--- src/rtl/mem_ctrl_pkg.sv ---
// Shared definitions for the byte-serial memory protocol: owner encoding, IO window defaults
// and byte-bus width, common to mem_ctrl and the IF/MEM initiators.
package mem_ctrl_pkg;

    localparam int unsigned BYTE_W = 8;

    localparam logic [31:0] IO_BASE_DEF   = 32'h0003_0000;
    localparam logic [31:0] IO_TX_OFS_DEF = 32'd4;

    typedef enum logic [1:0] {
        OWN_NONE = 2'd0,
        OWN_IF   = 2'd1,
        OWN_MEM  = 2'd2
    } owner_e;

endpackage

--- src/rtl/mem_arb.sv ---
// Bus-ownership arbiter: MEM wins ties from idle, owners keep the bus while requesting,
// and a dropped request hands off directly to a waiting port without an idle cycle.
module mem_arb
    import mem_ctrl_pkg::*;
(
    input  logic   clk,
    input  logic   rst,
    input  logic   if_req_i,
    input  logic   mem_req_i,
    output owner_e owner_o,
    output logic   if_gnt_o,
    output logic   mem_gnt_o
);

    owner_e state_q, state_d;

    always_ff @(posedge clk) begin
        if (!rst) begin
            state_q <= OWN_NONE;
        end else begin
            state_q <= state_d;
        end
    end

    always_comb begin
        state_d = state_q;
        case (state_q)
            OWN_NONE: begin
                if (mem_req_i)     state_d = OWN_MEM;
                else if (if_req_i) state_d = OWN_IF;
            end
            OWN_IF: begin
                if (!if_req_i) state_d = mem_req_i ? OWN_MEM : OWN_NONE;
            end
            OWN_MEM: begin
                if (!mem_req_i) state_d = if_req_i ? OWN_IF : OWN_NONE;
            end
            default: state_d = OWN_NONE;
        endcase
    end

    assign owner_o   = state_q;
    assign if_gnt_o  = (state_q == OWN_IF);
    assign mem_gnt_o = (state_q == OWN_MEM);

endmodule

--- src/rtl/mem_ctrl.sv ---
// Memory-side responder: routes the owning port to a synchronous byte RAM or the IO window,
// and steers each read byte back to the port that issued it one cycle later.
module mem_ctrl
    import mem_ctrl_pkg::*;
#(
    parameter int unsigned       ADDR_W    = 32,
    parameter logic [ADDR_W-1:0] IO_BASE   = ADDR_W'(IO_BASE_DEF),
    parameter logic [ADDR_W-1:0] IO_TX_OFS = ADDR_W'(IO_TX_OFS_DEF)
) (
    input  logic              clk,
    input  logic              rst,
    input  logic              if_req_i,
    input  logic [ADDR_W-1:0] if_addr_i,
    output logic              if_gnt_o,
    output logic [BYTE_W-1:0] if_data_o,
    input  logic              mem_req_i,
    input  logic [ADDR_W-1:0] mem_addr_i,
    input  logic              mem_wr_i,
    input  logic [BYTE_W-1:0] mem_wdata_i,
    output logic              mem_gnt_o,
    output logic [BYTE_W-1:0] mem_data_o,
    output logic [ADDR_W-1:0] ram_addr_o,
    output logic              ram_wr_o,
    output logic [BYTE_W-1:0] ram_wdata_o,
    input  logic [BYTE_W-1:0] ram_rdata_i,
    input  logic [BYTE_W-1:0] io_rx_i,
    output logic [BYTE_W-1:0] io_tx_o,
    output logic              io_tx_valid_o
);

    localparam logic [ADDR_W-1:0] IO_TX_ADDR = IO_BASE + IO_TX_OFS;

    owner_e            owner;
    logic [ADDR_W-1:0] req_addr;
    logic              req_wr, owned, is_io, rd_en, io_tx_hit;
    logic [BYTE_W-1:0] ret_byte;

    owner_e            rd_owner_q;
    logic              rd_io_q, io_tx_valid_q;
    logic [BYTE_W-1:0] rd_io_data_q, if_data_q, mem_data_q, io_tx_q;

    mem_arb u_arb (
        .clk       (clk),
        .rst       (rst),
        .if_req_i  (if_req_i),
        .mem_req_i (mem_req_i),
        .owner_o   (owner),
        .if_gnt_o  (if_gnt_o),
        .mem_gnt_o (mem_gnt_o)
    );

    // Only the owner's address/strobe are seen; IF can never write.
    always_comb begin
        req_addr = '0;
        req_wr   = 1'b0;
        case (owner)
            OWN_IF:  req_addr = if_addr_i;
            OWN_MEM: begin
                req_addr = mem_addr_i;
                req_wr   = mem_wr_i;
            end
            default: ;
        endcase
    end

    assign owned     = (owner != OWN_NONE);
    assign is_io     = (req_addr >= IO_BASE);
    assign rd_en     = owned && !req_wr;
    assign io_tx_hit = owned && req_wr && (req_addr == IO_TX_ADDR);

    assign ram_addr_o  = (owned && !is_io) ? req_addr : '0;
    assign ram_wr_o    = rst && owned && req_wr && !is_io;
    assign ram_wdata_o = mem_wdata_i;

    assign ret_byte   = rd_io_q ? rd_io_data_q : ram_rdata_i;
    assign if_data_o  = (rd_owner_q == OWN_IF)  ? ret_byte : if_data_q;
    assign mem_data_o = (rd_owner_q == OWN_MEM) ? ret_byte : mem_data_q;

    assign io_tx_o       = io_tx_q;
    assign io_tx_valid_o = io_tx_valid_q;

    always_ff @(posedge clk) begin
        if (!rst) begin
            rd_owner_q    <= OWN_NONE;
            rd_io_q       <= 1'b0;
            rd_io_data_q  <= '0;
            if_data_q     <= '0;
            mem_data_q    <= '0;
            io_tx_q       <= '0;
            io_tx_valid_q <= 1'b0;
        end else begin
            rd_owner_q    <= rd_en ? owner : OWN_NONE;
            rd_io_q       <= is_io;
            // io_rx is sampled with the address so the byte matches the request cycle.
            rd_io_data_q  <= (req_addr == IO_BASE) ? io_rx_i : '0;
            // Hold the byte being delivered this cycle so it persists once the return ends.
            if (rd_owner_q == OWN_IF)  if_data_q  <= ret_byte;
            if (rd_owner_q == OWN_MEM) mem_data_q <= ret_byte;
            io_tx_valid_q <= io_tx_hit;
            if (io_tx_hit) io_tx_q <= mem_wdata_i;
        end
    end

endmodule

--- config.mk ---
export PLATFORM = sky130hd
export DESIGN_NAME = mem_ctrl
export DESIGN_NICKNAME = d
export VERILOG_FILES = /design/src/rtl/mem_ctrl_pkg.sv /design/src/rtl/mem_arb.sv /design/src/rtl/mem_ctrl.sv
export SDC_FILE = /design/constraint.sdc
export NUM_CORES = 1
export LEC_CHECK = 0
export ABC_AREA = 1
export CAP_MARGIN = 20
export CORE_MARGIN = 8
export CORE_UTILIZATION = 39
export CTS_CLUSTER_SIZE = 14
export DETAILED_ROUTE_END_ITERATION = 10
export GPL_ROUTABILITY_DRIVEN = 0
export GPL_TIMING_DRIVEN = 0
export PLACE_DENSITY = 0.79
export SLEW_MARGIN = 20
export SYNTH_ARGS = -nofsm -noshare
export SYNTH_HDL_FRONTEND = slang
export SYNTH_SLANG_ARGS = --single-unit
--- constraint.sdc ---
create_clock -name clk -period 2.73 [get_ports clk]
set_input_delay 0.546 -clock clk [delete_from_list [all_inputs] [get_ports clk]]
set_output_delay 0.546 -clock clk [all_outputs]
set_load 0.02 [all_outputs]
# ---- After elaboration in Yosys (flattened, before gate mapping)
# Cells that the tools add are included.
dict set report totals {
  register_bits 38
  input_bits 93
  output_inout_bits 68
  wordCells 45
}
dict set report classes {
  order_cmp 1
  n_eq_ne 9
  mux 13
  reduce_logical 14
}
# operator count
set ops {}
lappend ops {{== test 32 x 18 -> 1 bit, second input constant} 2}
lappend ops {{one-hot mux 32 bit (2 select lines)} 1}
lappend ops {{greater-or-equal comparator 32 x 18 -> 1 bit, second input constant} 1}
lappend ops {{2-to-1 mux 32 bit} 1}
lappend ops {{2-to-1 mux 8 bit} 3}
lappend ops {{2-to-1 mux 2 bit} 5}
lappend ops {{logical AND 1 bit} 7}
lappend ops {{one-hot mux 2 bit (3 select lines)} 1}
lappend ops {{== test 2 x 1 -> 1 bit, second input constant} 2}
lappend ops {{== test 2 bit, second input constant} 2}
lappend ops {{inequality test 2 bit, second input constant} 2}
lappend ops {{AND reduction 2 bit} 2}
lappend ops {{inequality test 3 bit, second input constant} 1}
lappend ops {{AND reduction 3 bit} 1}
lappend ops {{logical NOT 1 bit} 2}
lappend ops {{logical NOT 2 bit} 1}
lappend ops {{2-to-1 mux 1 bit} 2}
lappend ops {{nonzero test 2 bit} 1}

# ---- Longest topological paths before layout
dict set report logic_depth {
  ltp_word 6
  depth_mapped 15
  depth_no_buf 13
}

# ---- Modules after synthesis
# From an unflattened synthesis, not the netlist that was laid out.
dict set report unflattened {
  hier_cells 454
  hier_area_um2 2849.0
}
# module n_inst cells_per_inst area_per_inst_um2
set by_module_without_submodules {}
lappend by_module_without_submodules {mem_ctrl 1 439 2751.4}
lappend by_module_without_submodules {mem_arb 1 15 97.6}

# ---- Worst setup path before layout
# OpenSTA, ideal clock, no wires.
dict set report synth_timing {
  path_kind {flip-flop to output port}
  start {register u_arb.state_q[0], in the netlist u_arb.owner_o[0]}
  end {output ram_wr_o}
  arrival_ns 2.122
  path_slack_ns 0.062
  path_stages_with_launch 12
  path_buffers 2
  cell_sequence {dfxtp_1 -> inv_1 -> ha_1 -> buf_6 -> buf_6 -> nand2_1 -> nand2_1 -> nand2_1 -> nand2_1 -> nor2_1 -> nand2_2 -> nor4_1}
}
dict set report synth_between {
  elab_chain_cells 5
  elab_cells_between_ends 10
  classes_between {order compare (1); eq/ne (2); mux (2); reduce/logical (5)}
}
# element line
set synth_rtl {}
lappend synth_rtl {{start: declaration} mem_arb.sv:15} ;# owner_e state_q, state_d;
lappend synth_rtl {{start signal: assignment} mem_arb.sv:21} ;# state_q <= state_d;
lappend synth_rtl {{== test 2 bit *} n/a}
lappend synth_rtl {{via mem_gnt_o} mem_ctrl.sv:20} ;# output logic mem_gnt_o,
lappend synth_rtl {{one-hot mux 32 bit (2 select lines)} mem_ctrl.sv:56} ;# case (owner)
lappend synth_rtl {{greater-or-equal comparator 32 x 18 -> 1 bit} mem_ctrl.sv:67} ;# assign is_io = (req_addr >= IO_BASE);
lappend synth_rtl {{logical NOT 1 bit} mem_ctrl.sv:72} ;# assign ram_wr_o = rst && owned && req_wr && !is_io;
lappend synth_rtl {{logical AND 1 bit *} mem_ctrl.sv:72}
lappend synth_rtl {{end: declaration} mem_ctrl.sv:23} ;# output logic ram_wr_o,
# Mark *: on every way through the listed nets, which the timed path passes. The rest lies on a longest branch.

# ---- Final worst setup path
dict set report layout_timing {
  start {register u_arb.state_q[1], in the netlist u_arb.owner_o[1]}
  end {output ram_addr_o[12]}
}
dict set report layout_between {
  elab_chain_cells 6
  elab_cells_between_ends 8
  classes_between {order compare (1); eq/ne (2); mux (2); reduce/logical (3)}
}
# element line
set layout_rtl {}
lappend layout_rtl {{== test 2 bit / == test 2 x 1 -> 1 bit (equally long branches)} mem_ctrl.sv:56}
lappend layout_rtl {{one-hot mux 32 bit (2 select lines)} mem_ctrl.sv:56}
lappend layout_rtl {{greater-or-equal comparator 32 x 18 -> 1 bit} mem_ctrl.sv:67}
lappend layout_rtl {{logical NOT 1 bit} mem_ctrl.sv:71} ;# assign ram_addr_o = (owned && !is_io) ? req_addr : '0;
lappend layout_rtl {{logical AND 1 bit} mem_ctrl.sv:71}
lappend layout_rtl {{2-to-1 mux 32 bit *} mem_ctrl.sv:71}
lappend layout_rtl {{end: declaration} mem_ctrl.sv:22} ;# output logic [ADDR_W-1:0] ram_addr_o,
# Every way passes the cells marked *; elsewhere a longest branch is shown, timed or not.

==> impl_metrics.json <==
{
  "leakage_nw": 2.299,
  "rows": 31,
  "syn-instance-count": 427,
  "cp-end-kind": "output pin",
  "critPathLaunchType": "flop",
  "finalHoldViolCount": 0,
  "setup_tns_ps": -683.7,
  "cts_num_sinks": 38,
  "fin_util": 0.6906,
  "wl_per_cell_um": 13.70,
  "vias_per_cell": 4.475,
  "synth.area.top_cells": "dfxtp_1 27%, nand2_1 27%, buf_4 5.9%, nor2_4 4.4%, nor2_1 3.9%",
  "ios": 161,
  "ys_top_cells_by_count": "202 x nand2_1, 38 x dfxtp_1, 29 x nor2_1",
  "max_freq_mhz": 355.4,
  "rsz0062_at_grt": "yes",
  "synth_edf_count": 0,
  "finalCritPeriodShare": 1.031,
  "min_period_ps": 2814,
  "cpPeakStageDelay_ps": 360,
  "cts_tree": "yes",
  "setup_slack_ps": -84.00,
  "path_cells": "buf_6 > ha_4 > buf_6 > nand2_2 > nand2_1 > nand2_1 > nand2_2 > nor2_4 > nand4_4 > nor2_4 > nand2_4 > buf_12 > buf_12 > nor2_4 > buf_6",
  "path_clk_slew_ps": 70,
  "crit_slowest_cell": "dfxtp_4",
  "drv_cap": 0,
  "powerDensity_mw_per_mm2": 799.5,
  "cp_top_family": "simple AND/OR/NAND/NOR gates",
  "cp_data_arrival_time_ps": 2270,
  "async_flop_share": 0,
  "area_growth_pct": 75.46,
  "fp.dieArea_mm2": 0.01013,
  "violations": "negative setup slack",
  "fin_skew_ps": 8.513,
  "port_buffers": 146,
  "htree_levels": 2,
  "cts_buffers": 5,
  "vias": 3195,
  "synth_top_area_share": 0.2723,
  "grt_pass1_vias": 3353,
  "grt_pass1_wl_um": 15330,
  "antenna_cells": 0,
  "synth_top_area_cell": "dfxtp_1",
  "drtIter0Drc": 114,
  "clock_path_buffers": 2,
  "hpwl_um": 7768,
  "status": "complete, but fails checks",
  "overflow": 0,
  "worstSkewPairLatency_ps": 290,
  "required_ps": 2180,
  "worstSetupPathType": "flop to output pin",
  "yosysMostFrequentCell": "nand2_1",
  "coreArea_mm2": 0.007098,
  "finalSetupViolations": 11,
  "dpl_worst_slack_ps": -483.3,
  "final_layout_size_suffix_gt1_frac": 0.2569,
  "post-route-drc-count": 0,
  "cp_max_fo": 8,
  "synthesis.area_mm2": 0.002794,
  "postPlaceCellArea_mm2": 0.004428,
  "layout.nets": 711,
  "synth_ff_type": "dfxtp_1",
  "ys_ff_latch": 38,
  "fill_cells": 593,
  "final_cell_area_mm2": 0.004902,
  "drt-pass1-iter-count": 4,
  "root_buffer": "clkbuf_8",
  "yosysUniqueCellTypes": 28,
  "initial_core_util": 0.3936,
  "cp_num_buf_inv": 5,
  "min_path_type": "flop to flop",
  "yosysWarnings": 0,
  "slew_viol_final": 0,
  "yosysSeqAreaShare": 0.2723,
  "drt.antenna.violating_nets": 0,
  "avgSynthCellArea_um2": 6.543,
  "ir_drop_uv": 744.1,
  "grt_use_total": 0.1875,
  "fin_worst_hold_slack_ps": 476.5,
  "grt_start_max_net_pins": 13,
  "wl_um": 9781,
  "antenna_found_initial": 0,
  "die-width_um": 100.6,
  "die_h_um": 100.6
}
[cell usage in the layout, fill, tap and decap left out, drive strengths merged]
cell and n:
nor4 1, inv 24, conb 14, nand4 1
o21ai 2, dfxtp 38, nand3 13, bufinv 2
clkbuf 9, clkinv 1, ha 4, o211ai 1
mux2 8, buf 77, nand2 211, nor3 1
nor2 54, a21oi 27, clkdlybuf4s50 127
[kinds of logic after synthesis]
group,after synthesis,share of synthesized area
buf+inv,65,0.1558
mux,8,0.03224
fa+ha+maj,4,0.01791
simple gates,281,0.4550
other cells,1,0.001342
flops,38,0.2723
compound gates,30,0.06538
[area by class of cell]
| class | count | area, µm² | area share |
|---|---|---|---|
| clock inverters | 2 | 60.06 | 0.01225 |
| repair buffers | 171 | 1694 | 0.3456 |
| plain buffers | 36 | 331.6 | 0.06764 |
| inverters | 25 | 98.84 | 0.02016 |
| flip-flops and latches | 38 | 768.2 | 0.1567 |
| well taps | 99 | 123.9 | 0.02527 |
| clock buffers | 6 | 82.58 | 0.01685 |
| multi-input cells | 337 | 1743 | 0.3555 |
[per-stage QoR]
step | power (mW) | instances
after global placement | 2.521 | 685
after CTS | 3.655 | 709
after floorplan | 2.017 | 440
after detailed placement | 2.549 | 685
final | 3.919 | 714
after global routing | 4.162 | 714
[timing repair]
| action | in CTS | in global routing |
|---|---|---|
| gates cloned | 2 | 0 |
| setup buffers | 17 | 6 |
| endpoints found under the setup margin | 20 | 22 |
| hold buffers | 0 | 0 |
| resized for setup | 126 | 19 |
| pin swaps | 7 | 7 |
[metal layers]
metal / up-vias / track usage / routed length [µm]
met3: 10 / 0.08978 / 1095
met2: 125 / 0.3311 / 4830
met4: 0 / 0.04884 / 99
li1: 1650 / - / -
met5: - / 0 / 0
met1: 1410 / 0.1928 / 3755
[where the power goes]
part	total (mW)	switching [mW]	internal [mW]
clock network	0.589	0.199	0.390
logic	2.69	1.38	1.30
registers	0.645	0.0458	0.600
[final timing paths]
kind / startpoint / endpoint / slack, ps / cells past startpoint
worst max-delay path: u_arb.owner_o[1] / ram_addr_o[12] / -80 / 15
worst min-delay path: mem_data_q[6] / mem_data_q[6] / 480 / 2
worst max register to register: u_arb.owner_o[0] / io_tx_o[7] / 40 / 19
worst min register to register: mem_data_q[6] / mem_data_q[6] / 480 / 2
[sequential cells by signal (all words and copies together), names as in the netlist]
name	flops
mem_data_q	8
io_tx_o	8
io_tx_valid_o	1
u_arb.owner_o	2
rd_io_q	1
rd_io_data_q	8
rd_owner_q	2
if_data_q	8
[tightest hold or removal path: stages, from the launching register on]
cell     delay [ps]
dfxtp_1         300
nand2_1          70
a21oi_1          60
No activity file was read; power rests on OpenSTA's default activity.
